==> src/rtl/rr_sel_arb4.sv <==
`default_nettype none
// ============================================================================
//  Module   : rr_sel_arb4
//  Brief    : Four-requester round-robin arbiter producing a registered
//             one-hot grant, a 2-bit mux select and a valid/ready handshake.
//             The requester served last gets the lowest priority next time.
//  Options  : RR_SEL_ARB4_LOCK_EN - when defined, a handshake with lock=1
//             and the winner still requesting keeps the current grant
//             (burst hold). When undefined, lock is ignored.
//  Revision : 1.0 - initial release
// ============================================================================
module rr_sel_arb4 (
    input  logic       clk,
    input  logic       rst,
    input  logic [3:0] req,
    input  logic       lock,
    input  logic       ready,
    output logic [3:0] grant,
    output logic [1:0] sel,
    output logic       valid,
    output logic [1:0] last
);

    localparam logic [0:0] S_IDLE = 1'b0;
    localparam logic [0:0] S_BUSY = 1'b1;

    logic [0:0] r_state;
    logic [0:0] w_state_nxt;
    logic [3:0] r_grant;
    logic [3:0] w_grant_nxt;
    logic [1:0] r_sel;
    logic [1:0] w_sel_nxt;
    logic       r_valid;
    logic       w_valid_nxt;
    logic [1:0] r_last;
    logic [1:0] w_last_nxt;

    logic       w_hs;
    logic       w_hold;
    logic [3:0] w_mask;

    // First set channel scanning base+1 .. base+4 (mod 4). The loop walks
    // from the farthest offset down so the nearest hit overwrites last.
    function automatic logic [1:0] f_pick(input logic [3:0] mask,
                                          input logic [1:0] base);
        logic [1:0] idx;
        logic [1:0] win;
        win = base;
        for (int k = 4; k >= 1; k--) begin
            idx = base + k[1:0];
            if (mask[idx]) begin
                win = idx;
            end
        end
        return win;
    endfunction

    function automatic logic [3:0] f_onehot(input logic [1:0] idx);
        return 4'b0001 << idx;
    endfunction

`ifdef RR_SEL_ARB4_LOCK_EN
    // Burst hold: winner keeps the bus while it asserts lock and still requests.
    assign w_hold = lock & req[r_sel];
`else
    // lock is present on the port for pin compatibility only.
    logic w_unused_lock;
    assign w_unused_lock = lock;
    assign w_hold        = 1'b0;
`endif

    assign w_hs   = r_valid & ready;
    // The channel completing now is excluded for this one arbitration.
    assign w_mask = req & ~r_grant;

    // Next-state and next-output selection for the IDLE/BUSY machine.
    always_comb begin
        w_state_nxt = r_state;
        w_grant_nxt = r_grant;
        w_sel_nxt   = r_sel;
        w_valid_nxt = r_valid;
        w_last_nxt  = r_last;
        case (r_state)
            S_IDLE: begin
                if (|req) begin
                    w_sel_nxt   = f_pick(req, r_last);
                    w_grant_nxt = f_onehot(w_sel_nxt);
                    w_valid_nxt = 1'b1;
                    w_state_nxt = S_BUSY;
                end
            end
            S_BUSY: begin
                if (w_hs && !w_hold) begin
                    w_last_nxt = r_sel;
                    if (|w_mask) begin
                        // Rotate from the channel that just completed: no bubble.
                        w_sel_nxt   = f_pick(w_mask, r_sel);
                        w_grant_nxt = f_onehot(w_sel_nxt);
                    end else begin
                        w_sel_nxt   = 2'd0;
                        w_grant_nxt = 4'b0000;
                        w_valid_nxt = 1'b0;
                        w_state_nxt = S_IDLE;
                    end
                end
            end
            default: begin
                w_sel_nxt   = 2'd0;
                w_grant_nxt = 4'b0000;
                w_valid_nxt = 1'b0;
                w_state_nxt = S_IDLE;
            end
        endcase
    end

    // State and output registers; reset clears outputs without a clock edge.
    always_ff @(posedge clk or posedge rst) begin
        if (rst) begin
            r_state <= S_IDLE;
            r_grant <= 4'b0000;
            r_sel   <= 2'd0;
            r_valid <= 1'b0;
            r_last  <= 2'd3;
        end else begin
            r_state <= w_state_nxt;
            r_grant <= w_grant_nxt;
            r_sel   <= w_sel_nxt;
            r_valid <= w_valid_nxt;
            r_last  <= w_last_nxt;
        end
    end

    assign grant = r_grant;
    assign sel   = r_sel;
    assign valid = r_valid;
    assign last  = r_last;

endmodule
`default_nettype wire

==> config.mk <==
export PLATFORM = sky130hd
export DESIGN_NAME = rr_sel_arb4
export DESIGN_NICKNAME = d
export VERILOG_FILES = /design/src/rtl/rr_sel_arb4.sv
export SDC_FILE = /design/constraint.sdc
export NUM_CORES = 1
export LEC_CHECK = 0
export CORE_MARGIN = 2
export CORE_UTILIZATION = 40
export DETAILED_ROUTE_END_ITERATION = 6
export PLACE_DENSITY_LB_ADDON = 0.12
export SYNTH_ARGS = -nofsm -noshare
export SYNTH_HDL_FRONTEND = slang
export SYNTH_SLANG_ARGS = --single-unit
export TNS_END_PERCENT = 50
==> constraint.sdc <==
create_clock -name clk -period 2.81 [get_ports clk]
set_clock_uncertainty 0.2 [all_clocks]
set_input_delay 0.562 -clock clk [delete_from_list [all_inputs] [get_ports clk]]
set_output_delay 0.562 -clock clk [all_outputs]
set_load 0.05 [all_outputs]
==> run summary <==
Filler cells: 162
result of the run: finished clean
sequence of cells on the critical path: clkdlybuf4s50_1
antenna violations before repair: 0
clock group share of total power: 11.2%
unrepaired setup endpoints after global routing: no
Starting Density: 41.6%
source of the worst register-to-register timing path: last[0]
Vias per Instance: 5.86
hold buffers post-CTS: 0
Crit Path Category: register to output port
CTS tree: done
post-synthesis cell count: 78
data arrival time of the critical path: 1.65 ns
portion of the clock cycle consumed by the worst path in the final layout: 85.9%
area share of the largest cell type after synthesis: 28.8%
wire length of the first global-routing pass: 2.93 mm
path class of the lowest-slack min-delay path: register to register
vertical extent of the die: 45.7 um
flip-flop and latch count after synthesis: 10
vias in the first global route: 646
capture instance of the worst register-to-register path: grant[1]
Port Buf Inserts: 15
maximum number of buffers from clock root to sink: 2
layout overhead on the synthesized area: 32.4%
part of the power in combinational logic: 62.8%
capture endpoint of the worst hold path: last[1]
switching portion of total power: 49.3%
worst-case headroom to the max-slew limit: 66.9%
Pre-antenna DRT Iters: 4
total I/O pin count: 17
final worst hold slack: 0.326 ns
FF-to-FF setup slack: 0.88 ns
Max IR drop VDD: 0.537 mV
Num CTS Buffers: 3
most area-hungry cell type in the Yosys netlist: dfrtp_1
EDFF count, synth: 0
GRT Util Overall: 20.2%
1st-iter DRT viols: 18
Global Route met2 Usage: 32.7%
Synth async-reset ratio: 100%
number of placed instances with taps included: 112
setup TNS after final layout: 0 ns
Max FO, Critical Path: 6
Cell Pwr Density: 1250 mW/mm2
highest-delay cell along the critical path: clkdlybuf4s50_1
GPL Wtd Cong: 0.814
NumNets Final: 108
root buffer cell: clkbuf_4
Avg Inst Size Synth: 8.90 um2
sequential cell fraction of total power: 25.9%
most instantiated library cell after synthesis: nor2_1
ranking of synthesized cells by instance count: nor2_1, dfrtp_1, o21ai_0
biggest area contributors in the synthesized netlist: dfrtp_1, dfstp_2, nor2_1
Max Freq: 414 MHz
most congested layer reported by global routing: met2
switching power: 0.567 mW
Period minus WS final: 2.41 ns
number of antenna cells inserted: 0
number of nets in the synthesized netlist: 86
max-cap viol count: 0
Post-CTS Repair Setup Buffers: 0
DRC errors left: 0
Hold Path Cell Cnt: 2
Chip Width: 45.7 um
register area: 253 um2
overflow left after global routing: 0
Yosys cell types: 41
GR Layer Usage met1: 24.3%
pin count of the biggest net entering global routing: 11
delay contributed by the slowest stage of the critical path: 0.81 ns
met3 track demand over resource in global routing: 4.37%
Crit path max-delay family: buffers and inverters
final core area utilization: 55.1%
clock sink count: 10
num rows: 15
primary flip-flop cell chosen by synthesis mapping: dfrtp_1
critical path launch point type: register
sum of buffers and inverters on the critical path: 1
remaining antenna violation count: 0
cell area after synthesis: 694 um2
post-detailed-routing wire length: 1.77 mm
Int Pwr: 0.583 mW
Data required, critical path: 2.05 ns
Crit. End Element: output port
origin of the worst min-delay path: last[1]
share of final-layout standard cells stronger than drive strength 1: 18.2%
Worst-path clk slew: 0.06 ns
clock latency reported for the late side of the worst-skew pair: 0.26 ns
placeable core region: 0.00167 mm2
number of cells on the worst reg-to-reg path: 5
total half-perimeter wirelength after legalization and detailed placement: 1.36 mm
Max Transition Viols Final: 0
Final Hold Viols: 0
transition time of the tightest slew-check pin: 0.495 ns
Static Leak: 0.399 nW
footprint of the multi-input gates: 422 um2
Final Setup Violations: 0
number of instances resized during post-cts repair: 0
Synth Warn #: 0
H-tree depth: 1
number of vias in the routed layout: 680
wire length per cell after detailed routing: 15.3 um
final cell count without fillers: 116
Total Die Area: 0.00209 mm2
sequential-to-total area share from yosys stat: 36.4%
power groups by stage:
stage          Sequential, mW  Clock, mW  Combinational, mW
2_1_floorplan           0.495          0              0.297
3_3_place_gp            0.296          0              0.714
3_5_place_dp            0.299          0              0.721
4_1_cts                 0.296      0.132              0.723
5_1_grt                 0.307      0.143              0.769
6_report                0.298      0.129              0.723
placed cells by master, fill, tap and decap left out, drive strengths merged, types with 3 or more instances in the layout:
| master | netlist | final |
|---|---|---|
| clkdlybuf4s50 | 0 | 15 |
| nor2 | 9 | 9 |
| dfrtp | 8 | 8 |
| o21ai | 6 | 6 |
| nand2b | 4 | 4 |
| a21oi | 4 | 4 |
| inv | 4 | 4 |
| nand2 | 4 | 4 |
| clkbuf | 0 | 4 |
| a221o | 3 | 3 |
| buf | 1 | 3 |
| and2 | 3 | 3 |
| and2b | 3 | 3 |
per-layer routing:
metal,up-vias,share of wire [%]
met5,-,0
met4,0,2.3
met3,5,3.2
met2,16,49
met1,328,45
li1,331,-
how the worst max path moves through the flow:
stage              from       end  slack (ns)  cells after the start
4_1_cts         last[1]   last[1]        0.39                      1
5_1_grt          req[1]  grant[3]        0.34                      7
3_5_place_dp     req[1]  grant[0]        0.23                      6
2_1_floorplan  grant[0]  grant[0]        0.78                      5
6_report        last[1]   last[1]        0.40                      1
3_3_place_gp     req[1]  grant[1]        0.25                      6
logic make-up (layout without fill, tap and decap cells):
group	Yosys count	in the layout	share of synthesized area, %
AO/OA/AOI/OAI	25	25	25.9
buffers and inverters	5	26	2.88
flip-flops	10	10	36.4
multiplexers	2	2	3.06
AND/OR/NAND/NOR	36	36	31.7
state kept, by name, indices dropped and copies added, names as in the netlist:
| register | count |
|---|---|
| grant | 4 |
| last | 2 |
| r_state | 1 |
| sel | 2 |
| valid | 1 |
stage by stage:
stage	worst slack (ns)	cell area [um2]	total power, mW
final	0.396	920	1.15
after floorplan	0.779	694	0.792
after detailed placement	0.230	883	1.02
after CTS	0.386	920	1.15
after global routing	0.344	920	1.22
after global placement	0.250	883	1.01
cell type report:
class	instances	area share (%)
Tap cell	17	2.31
Clock buffer	4	3.95
Inverter	4	1.63
Multi-Input combinational cell	63	45.9
Sequential cell	10	27.5
Timing Repair Buffer	18	18.8
Note: power is estimated with default switching activity, not from simulation.
